**src/rtl/nerv_dmem_bridge.sv**
```systemverilog
// Bridges the NERV core data port onto a valid/ready request bus with a separate response strobe.
// Optional watchdog: define NERV_DMEM_BRIDGE_TIMEOUT_EN to force completion after TIMEOUT_CYCLES.
module nerv_dmem_bridge #(
    parameter int unsigned TIMEOUT_CYCLES = 255
) (
    input  logic        clock,
    input  logic        reset,
    input  logic        dmem_valid,
    input  logic [31:0] dmem_addr,
    input  logic [3:0]  dmem_wstrb,
    input  logic [31:0] dmem_wdata,
    output logic [31:0] dmem_rdata,
    output logic        stall,
    output logic        bus_req_valid,
    input  logic        bus_req_ready,
    output logic [31:0] bus_addr,
    output logic [3:0]  bus_wstrb,
    output logic [31:0] bus_wdata,
    input  logic        bus_rsp_valid,
    input  logic [31:0] bus_rsp_rdata,
    output logic        bus_err
);

    typedef enum logic [1:0] {
        S_IDLE = 2'd0,
        S_REQ  = 2'd1,
        S_WAIT = 2'd2,
        S_DONE = 2'd3
    } state_t;

    if ((TIMEOUT_CYCLES < 1) || (TIMEOUT_CYCLES > 65535)) begin : g_bad_timeout
        $error("TIMEOUT_CYCLES out of range 1..65535");
    end

    state_t      state_q, state_d;
    logic [31:0] addr_q,  addr_d;
    logic [3:0]  wstrb_q, wstrb_d;
    logic [31:0] wdata_q, wdata_d;
    logic [31:0] rdata_q, rdata_d;
    logic        is_load_s;

`ifdef NERV_DMEM_BRIDGE_TIMEOUT_EN
    localparam logic [15:0] TO_LAST = 16'(TIMEOUT_CYCLES - 1);
    logic [15:0] cnt_q, cnt_d;
    logic        err_q, err_d;
    logic        timeout_s;

    assign timeout_s = (cnt_q == TO_LAST);
    assign bus_err   = err_q;
`else
    assign bus_err   = 1'b0;
`endif

    assign is_load_s  = (wstrb_q == 4'd0);
    assign bus_addr   = addr_q;
    assign bus_wstrb  = wstrb_q;
    assign bus_wdata  = wdata_q;
    assign dmem_rdata = rdata_q;

    // Next-state, capture and handshake outputs
    always_comb begin
        state_d       = state_q;
        addr_d        = addr_q;
        wstrb_d       = wstrb_q;
        wdata_d       = wdata_q;
        rdata_d       = rdata_q;
        stall         = 1'b0;
        bus_req_valid = 1'b0;
`ifdef NERV_DMEM_BRIDGE_TIMEOUT_EN
        cnt_d         = cnt_q;
        err_d         = 1'b0;
`endif
        case (state_q)
            S_IDLE: begin
                stall = dmem_valid;
                if (dmem_valid) begin
                    state_d = S_REQ;
                    addr_d  = dmem_addr & 32'hFFFF_FFFC;
                    wstrb_d = dmem_wstrb;
                    wdata_d = dmem_wdata;
`ifdef NERV_DMEM_BRIDGE_TIMEOUT_EN
                    cnt_d   = 16'd0;
`endif
                end else begin
                    state_d = S_IDLE;
                end
            end
            S_REQ: begin
                stall         = 1'b1;
                bus_req_valid = 1'b1;
`ifdef NERV_DMEM_BRIDGE_TIMEOUT_EN
                cnt_d         = cnt_q + 16'd1;
`endif
                // A same-cycle accept and response skips WAIT entirely
                if (bus_req_ready && bus_rsp_valid) begin
                    state_d = S_DONE;
                    rdata_d = is_load_s ? bus_rsp_rdata : rdata_q;
                end
`ifdef NERV_DMEM_BRIDGE_TIMEOUT_EN
                else if (timeout_s) begin
                    state_d = S_DONE;
                    err_d   = 1'b1;
                    rdata_d = is_load_s ? 32'hFFFF_FFFF : rdata_q;
                end
`endif
                else if (bus_req_ready) begin
                    state_d = S_WAIT;
                end else begin
                    state_d = S_REQ;
                end
            end
            S_WAIT: begin
                stall = 1'b1;
`ifdef NERV_DMEM_BRIDGE_TIMEOUT_EN
                cnt_d = cnt_q + 16'd1;
`endif
                if (bus_rsp_valid) begin
                    state_d = S_DONE;
                    rdata_d = is_load_s ? bus_rsp_rdata : rdata_q;
                end
`ifdef NERV_DMEM_BRIDGE_TIMEOUT_EN
                else if (timeout_s) begin
                    state_d = S_DONE;
                    err_d   = 1'b1;
                    rdata_d = is_load_s ? 32'hFFFF_FFFF : rdata_q;
                end
`endif
                else begin
                    state_d = S_WAIT;
                end
            end
            S_DONE: begin
                // The core still presents the retiring request here; it is not re-issued
                state_d = S_IDLE;
            end
            default: begin
                state_d = S_IDLE;
            end
        endcase
    end

    // State and datapath registers
    always_ff @(posedge clock or negedge reset) begin
        if (!reset) begin
            state_q <= S_IDLE;
            addr_q  <= 32'd0;
            wstrb_q <= 4'd0;
            wdata_q <= 32'd0;
            rdata_q <= 32'd0;
`ifdef NERV_DMEM_BRIDGE_TIMEOUT_EN
            cnt_q   <= 16'd0;
            err_q   <= 1'b0;
`endif
        end else begin
            state_q <= state_d;
            addr_q  <= addr_d;
            wstrb_q <= wstrb_d;
            wdata_q <= wdata_d;
            rdata_q <= rdata_d;
`ifdef NERV_DMEM_BRIDGE_TIMEOUT_EN
            cnt_q   <= cnt_d;
            err_q   <= err_d;
`endif
        end
    end

endmodule

```
**config.mk**
```make
export PLATFORM = sky130hd
export DESIGN_NAME = nerv_dmem_bridge
export DESIGN_NICKNAME = d
export VERILOG_FILES = /design/src/rtl/nerv_dmem_bridge.sv
export SDC_FILE = /design/constraint.sdc
export NUM_CORES = 1
export LEC_CHECK = 0
export ABC_AREA = 0
export CAP_MARGIN = 40
export CORE_MARGIN = 3
export CORE_UTILIZATION = 25
export DETAILED_ROUTE_END_ITERATION = 7
export PLACE_DENSITY = 0.53
export SYNTH_ARGS = -nofsm -noshare
export SYNTH_HDL_FRONTEND = slang
export SYNTH_SLANG_ARGS = --single-unit
```
**constraint.sdc**
```tcl
create_clock -name clock -period 2.42 [get_ports clock]
set_input_delay 0.484 -clock clock [delete_from_list [all_inputs] [get_ports clock]]
set_output_delay 0.484 -clock clock [all_outputs]
set_load 0.02 [all_outputs]
```
# --- Yosys cells after proc, flatten, opt, wreduce, memory -nomap -nowiden ---
# Index checks and enable logic that the tools add are counted.
word_totals:
  regBits: 100
  input_bits: 105
  wordCells: 28
  output_inout_bits: 103
classes:
  muxes: 11
  n_reduce_logical: 7
  n_eq_ne: 5
ops:
  columns: ["cell", "n"]
  rows:
  - ["2-to-1 mux 32 bit", 3]
  - ["one-hot mux 32 bit (2 select lines)", 1]
  - ["one-hot mux 2 bit (4 select lines)", 1]
  - ["equality test 2 bit (second input constant)", 2]
  - ["zero test 4 bit", 1]
  - ["2-to-1 mux 2 bit", 2]
  - ["!= test 2 bit (second input constant)", 2]
  - ["2-to-1 mux 1 bit", 3]
  - ["AND reduction 3 bit", 1]
  - ["equality test 2 x 1 -> 1 bit (second input constant)", 1]
  - ["zero test 2 bit", 1]
  - ["one-hot mux 1 bit (2 select lines)", 1]
  - ["AND reduction 2 bit", 1]
  - ["nonzero test 2 bit", 1]
  - ["OR reduction 2 bit", 1]
  - ["logical AND 1 bit", 1]

# --- Longest topological paths before layout ---
# Gate-level depths: netlist of run 1.
logic_depth:
  ltp_word: 4
  ltp_mapped: 6
  ltp_nobuf: 5

# --- Worst setup path before layout of run 1 ---
# No wires, ideal clock.
synth_path:
  kind: "register -> register"
  startpoint: "register (tool-made name)"
  endpoint: "register rdata_q[10], in the netlist dmem_rdata[10]"
  n_path_buf: 1
  setup_time_ps: 125
  period_less_slack_ps: 1680
  setup_slack_ps: 740
  stages_incl_launch_ff: 7
  required_time_ps: 2295
  t_arrival_ps: 1555
  cell_sequence: "dfrtp_1 inv_1 ha_1 o21a_1 nand3_4 buf_6 mux2_4"
synth_rtl:
  columns: ["item", "line_no", "text"]
  rows:
  - ["end signal: assignment", "159", "rdata_q <= rdata_d;"]
  - ["end: declaration", "39", "logic [31:0] rdata_q, rdata_d;"]

==> impl_metrics.toml, run 1 <==
[status]
run_status = "completed"

[critical_path]
worst_setup_path_end_kind = "primary output"
critical_path_arrival_ps = 1750
timing_worst_setup_path_type = "flop to primary output"
timing.critical_path.required_ps = 1940
cp-start-kind = "flop"
crit_path_max_fanout = 4

[sta]
tns_ps = 0
min_period_over_period_pct = 92.1
max_freq_ghz = 0.448
min_period_ps = 2230
rsz0062_at_grt = "no"
timing_hold_violations_final = 0
final_max_slew_viol_count = 0
finalWorstSetupSlack_ps = 190
fin_worst_skew_ps = 7.34
final-setup-viol-count = 0

[detailed_routing]
post_dr_wirelength_cell_um = 15.3
num_vias = 2644
final_antenna_net_count = 0
total_drc_errors_in_the_routed_layout = 0
viasPerCell = 4.02
drt_first_pass_iters = 3
first_iter_violations = 49
drt_wl_total_um = 10100

[final_layout]
drive_gt1_share_pct = 27.5
n_antenna_cell = 0
syn2layout_area_growth_pct = 65.5
layout.core_utilization_pct = 42.8
final_nets = 552

[placement]
globalplace.congestion = 0.714
placement.io_buffers = 202
dp_hpwl_um = 7360
placement.setup.worst_slack_ps = 152

[clock_tree]
numCtsBuffers = 9
cts_max_path_buffers = 2
cts_tree = "done"
worst_skew_pair.late_latency_ps = 350
worst_setup_hold_path_clk_slew_ps = 70
cts_post_setup_buffers_inserted = 0
cts-root-buf = "sky130_fd_sc_hd__clkbuf_16"
clock_sink_count = 100
cts_htree_levels = 3

[floorplanning]
core_sq_um = 15400
starting_density_of_the_core_pct = 25.9
die_w_um = 132
floorplan.io_pins = 208
die_height_um = 132
fp.dieArea_sq_um = 17400
floorplan.rows = 45

[logic_synthesis]
syn_avg_cell_area_sq_um = 17.2
synth_warnings = 0
number_of_instances_in_the_synthesized_netlist = 231
yosysTopAreaCell = "sky130_fd_sc_hd__dfrtp_1"
dominantRegCellSynth = "sky130_fd_sc_hd__dfrtp_1"
synth.area.top_cells = "sky130_fd_sc_hd__dfrtp_1 (63%), sky130_fd_sc_hd__mux2_2 (19%), sky130_fd_sc_hd__mux2_4 (11%)"
synth.lib_cells_used.distinct = 19
synth_enable_flop_cells = 0
yosysSeqAreaShare_pct = 63.0
synth.cells.most_frequent = "sky130_fd_sc_hd__dfrtp_1 (100), sky130_fd_sc_hd__mux2_2 (68), sky130_fd_sc_hd__mux2_4 (30)"
share_of_yosys_cell_area_claimed_by_the_top_area_cell_type_pct = 63.0
postSynthRegisterBits = 100
yosysMostFrequentCell = "sky130_fd_sc_hd__dfrtp_1"
netlist_area_sq_um = 3980
async_set_reset_flop_share_out_of_synthesis_pct = 100

[global_routing]
grt.busiest_layer = "met2"
met2_use_gr_pct = 18.3
grt_first_pass_wirelength_um = 16200
grt_antenna_before_repair = 0
global_route.usage.met1_pct = 14.0
number_of_global_route_vias_before_repair = 2923
grt_max_degree = 55
global_route_total_overflow = 0
gr-usage-all-layers_pct = 11.7
globalRouteMet3Util_pct = 6.45

[power]
power_frac_clock_pct = 16.1
p_int_mw = 5.90
power_switching_mw = 3.10
power.switching_fraction_pct = 34.4
total_leakage_power_nw = 2.84
pwr-share-seq_pct = 33.0
ir_drop_mv = 0.594
combinationalPowerShare_pct = 50.9
power_density_nw_per_um2 = 1370

[job]
cap_violations = 0

[min_path]
hold_class = "flop to flop"
==> timing repair <==
action	CTS	global route
resized for setup	1	0
hold endpoints to repair	14	0
hold buffers	1	0
endpoints found under the setup margin	1	0
==> final timing paths <==
check	startpoint	to	slack, ps	depth (start not counted)
max in group asynchronous	reset	bus_wstrb[0]$_DFFE_PN0P_	1220	3
min in group asynchronous	reset	dmem_rdata[2]$_DFFE_PN0P_	540	2
hold reg to reg	bus_wdata[3]$_DFFE_PN0P_	bus_wdata[3]$_DFFE_PN0P_	500	1
setup / recovery	flop	bus_req_valid	190	3
setup reg to reg	flop	dmem_rdata[10]$_DFFE_PN0P_	620	6
hold / removal	bus_wdata[3]$_DFFE_PN0P_	bus_wdata[3]$_DFFE_PN0P_	500	1
==> metrics by stage <==
step / power, mW / instances / area [sq um] / hold WS (ps)
final: 9.00 / 658 / 6580 / 501
after global routing: 9.53 / 658 / 6580 / 517
after CTS: 9.16 / 658 / 6580 / 510
after detailed placement: 7.65 / 641 / 6270 / 369
after global placement: 7.61 / 641 / 6270 / 365
after floorplan: 5.38 / 233 / 3980 / 188
==> logic make-up after synthesis <==
group	Yosys count	share of synthesized area (%)
AO/OA/AOI/OAI	4	0.661
adder cells (fa/ha/maj)	5	1.57
buffers and inverters	16	2.58
flip-flops	100	63.0
multiplexers	98	30.6
other	1	0.0943
AND/OR/NAND/NOR	7	1.54
==> placed cells by master, fill, tap and decap left out, drive strengths merged <==
cell           Yosys  final
clkbuf             0     13
dlygate4sd3        0      1
nand2              2      2
nor4               1      1
ha                 5      5
dfrtp            100    100
bufinv             0      1
dlygate4sd2        0      1
nand2b             1      1
clkinvlp           0      1
nor2               1      1
a21oi              1      1
conb               1      3
clkinv             0      1
clkdlybuf4s50      0    200
o21a               1      1
o21ai              1      1
inv                3      3
mux2              98     98
buf               13      9
nand3              2      2
o22a               1      1
==> flip-flops by register name (all words and copies together), names as in the netlist, named ones only <==
register    cells
dmem_rdata     32
bus_addr       30
bus_wstrb       4
bus_wdata      32
state_q         1
==> critical path, cell delays in order, from the launching register on <==
cell	delay [ps]
sky130_fd_sc_hd__dfrtp_1	400
sky130_fd_sc_hd__inv_1	120
sky130_fd_sc_hd__ha_1	240
sky130_fd_sc_hd__clkdlybuf4s50_1	640
==> area by class of cell <==
type                       instances  area (sq um)
tap                              211           264
sequential                       100          2500
inverter                           3          11.3
fill                            1409          8790
multi-input combinational        117          1380
clock inverter                     3          46.3
timing repair buffer             211          2130
clock buffer                      13           250
==> per-layer routing <==
layer,up-vias,routed length [um]
li1,1216,-
met1,1300,4200
met2,119,4660
met3,9,1090
met4,0,93
met5,-,0
==> power by group through the flow <==
stage / Sequential [mW] / Clock (mW) / Combinational, mW
floorplan: 4.00 / 0 / 1.38
global placement: 2.97 / 0 / 4.64
detailed placement: 3.00 / 0 / 4.65
CTS: 2.98 / 1.52 / 4.66
global route: 3.09 / 1.60 / 4.83
finish: 2.97 / 1.45 / 4.58
Note: power is estimated with default switching activity, not from simulation.
==> run 2, diff against run 1 <==
- CORE_ASPECT_RATIO: not set -> 1.2
==> impl_metrics.toml, run 2 (same netlist as run 1, synthesis figures left out) <==
[sta]
final-setup-viol-count = 0
tns_ps = 0
max_freq_ghz = 0.452
hold_ws_ps = 116
min_period_over_period_pct = 91.4
fin_worst_skew_ps = 7.32
rsz0062_at_grt = "no"
final_max_slew_viol_count = 0
timing_hold_violations_final = 0
max_slew_headroom_pct = 66.2
min_period_ps = 2210
worstMarginPinSlew_ps = 507

[critical_path]
critical_path_arrival_ps = 1730
timing_worst_setup_path_type = "flop to primary output"
worst_stage_delay_on_the_critical_path_ps = 640
cp.buffers_inverters = 2
cp-start-kind = "flop"
worst_setup_path_end_kind = "primary output"
critPathSlowestCell = "sky130_fd_sc_hd__clkdlybuf4s50_1"
critPathTopFamily = "buffers and inverters"
timing.critical_path.required_ps = 1940
critical_path_cell_by_cell = "inv_1, ha_1, clkdlybuf4s50_1"
crit_path_max_fanout = 4

[clock_tree]
numCtsBuffers = 9
holdBufCountCts = 0
cts_repair_resize_count = 0
cts_post_setup_buffers_inserted = 0
worst_setup_hold_path_clk_slew_ps = 70
worst_skew_pair.late_latency_ps = 340
clock_sink_count = 100
cts_tree = "done"
cts_max_path_buffers = 2
cts-root-buf = "sky130_fd_sc_hd__clkbuf_16"
cts_htree_levels = 3

[global_routing]
grt_first_pass_wirelength_um = 15700
global_route.usage.met1_pct = 12.8
globalRouteMet3Util_pct = 4.34
gr-usage-all-layers_pct = 11.6
grt_max_degree = 49
met2_use_gr_pct = 19.6
number_of_global_route_vias_before_repair = 2972
global_route_total_overflow = 0
grt_antenna_before_repair = 0
grt.busiest_layer = "met2"

[placement]
dp_hpwl_um = 7550
placement.io_buffers = 202
globalplace.congestion = 0.704

[floorplanning]
core_sq_um = 15300
die_w_um = 121
die_height_um = 144
fp.dieArea_sq_um = 17500
starting_density_of_the_core_pct = 26.0
floorplan.io_pins = 208
floorplan.rows = 49

[power]
ir_drop_mv = 0.579
power_density_nw_per_um2 = 1360
combinationalPowerShare_pct = 51.7
total_leakage_power_nw = 2.82
power.switching_fraction_pct = 34.7
p_int_mw = 5.79
power_frac_clock_pct = 14.8
pwr-share-seq_pct = 33.5
power_switching_mw = 3.07

[detailed_routing]
first_iter_violations = 43
viasPerCell = 4.13
post_dr_wirelength_cell_um = 15.4
total_drc_errors_in_the_routed_layout = 0
drt_wl_total_um = 9950
final_antenna_net_count = 0
drt_first_pass_iters = 2
num_vias = 2673

[status]
run_status = "completed"

[final_layout]
syn2layout_area_growth_pct = 64.2
layout.cells.most_common = "sky130_fd_sc_hd__clkdlybuf4s50_1"
fillCellCount = 1405
n_antenna_cell = 0
drive_gt1_share_pct = 27.8
layout.cells.most_common_list = "sky130_fd_sc_hd__clkdlybuf4s50_1 (200), sky130_fd_sc_hd__dfrtp_1 (100), sky130_fd_sc_hd__mux2_2 (68)"
final_nets = 550

[job]
cap_violations = 0

[min_path]
hold_class = "input port to asynchronous set/reset pin"
## run 2: power by group through the flow
| stage | Combinational [mW] | Sequential (mW) | Clock [mW] |
|---|---|---|---|
| 2_1_floorplan | 1.38 | 4.00 | 0 |
| 3_3_place_gp | 4.63 | 2.97 | 0 |
| 3_5_place_dp | 4.65 | 2.99 | 0 |
| 4_1_cts | 4.67 | 2.98 | 1.38 |
| 5_1_grt | 4.86 | 3.09 | 1.45 |
| 6_report | 4.58 | 2.97 | 1.31 |
## run 2: worst paths after layout
kind                                           start                          to  slack [ps]  cells past startpoint
max                                             flop               bus_req_valid         210                      3
min                                            reset     bus_addr[3]$_DFFE_PN0P_         120                      1
max reg2reg                                     flop  dmem_rdata[11]$_DFFE_PN0P_         510                      6
min reg2reg                bus_wdata[17]$_DFFE_PN0P_   bus_wdata[17]$_DFFE_PN0P_         500                      1
max in group asynchronous                      reset   dmem_rdata[9]$_DFFE_PN0P_        1530                      2
min in group clock         bus_wdata[17]$_DFFE_PN0P_   bus_wdata[17]$_DFFE_PN0P_         500                      1
## run 2: worst register-to-register path: cells and delay by family (launching register included)
kind            cells  cell delay (ps)
fa+ha+maj           1              230
compound gates      1              190
mux                 1              310
flops               1              400
simple gates        1              270
buf+inv             2              400
## run 2: final cells by class
cell class,count,area (sq um),area share [%]
clock inverter,4,27.5,0.422
timing repair buffer,209,2110,32.4
multi-input combinational,117,1380,21.1
sequential,100,2500,38.3
tap,204,255,3.91
inverter,3,11.3,0.173
clock buffer,10,239,3.66
## run 2: routing by layer
| metal | routed length [um] | vias up |
|---|---|---|
| met2 | 5020 | 117 |
| met5 | 0 | - |
| met1 | 3720 | 1321 |
| li1 | - | 1216 |
| met4 | 299 | 0 |
| met3 | 917 | 19 |
## run 2: per-stage QoR
stage / utilization [%] / cells / power (mW) / worst slack, ps / cell area [sq um]
finish: 42.8 / 647 / 8.86 / 208 / 6530
global route: 42.8 / 647 / 9.40 / 82.0 / 6530
CTS: 42.7 / 647 / 9.03 / 32.6 / 6530
detailed placement: 41.0 / 633 / 7.65 / 203 / 6260
global placement: 41.0 / 633 / 7.59 / 180 / 6260
floorplan: - / 233 / 5.38 / 740 / 3980
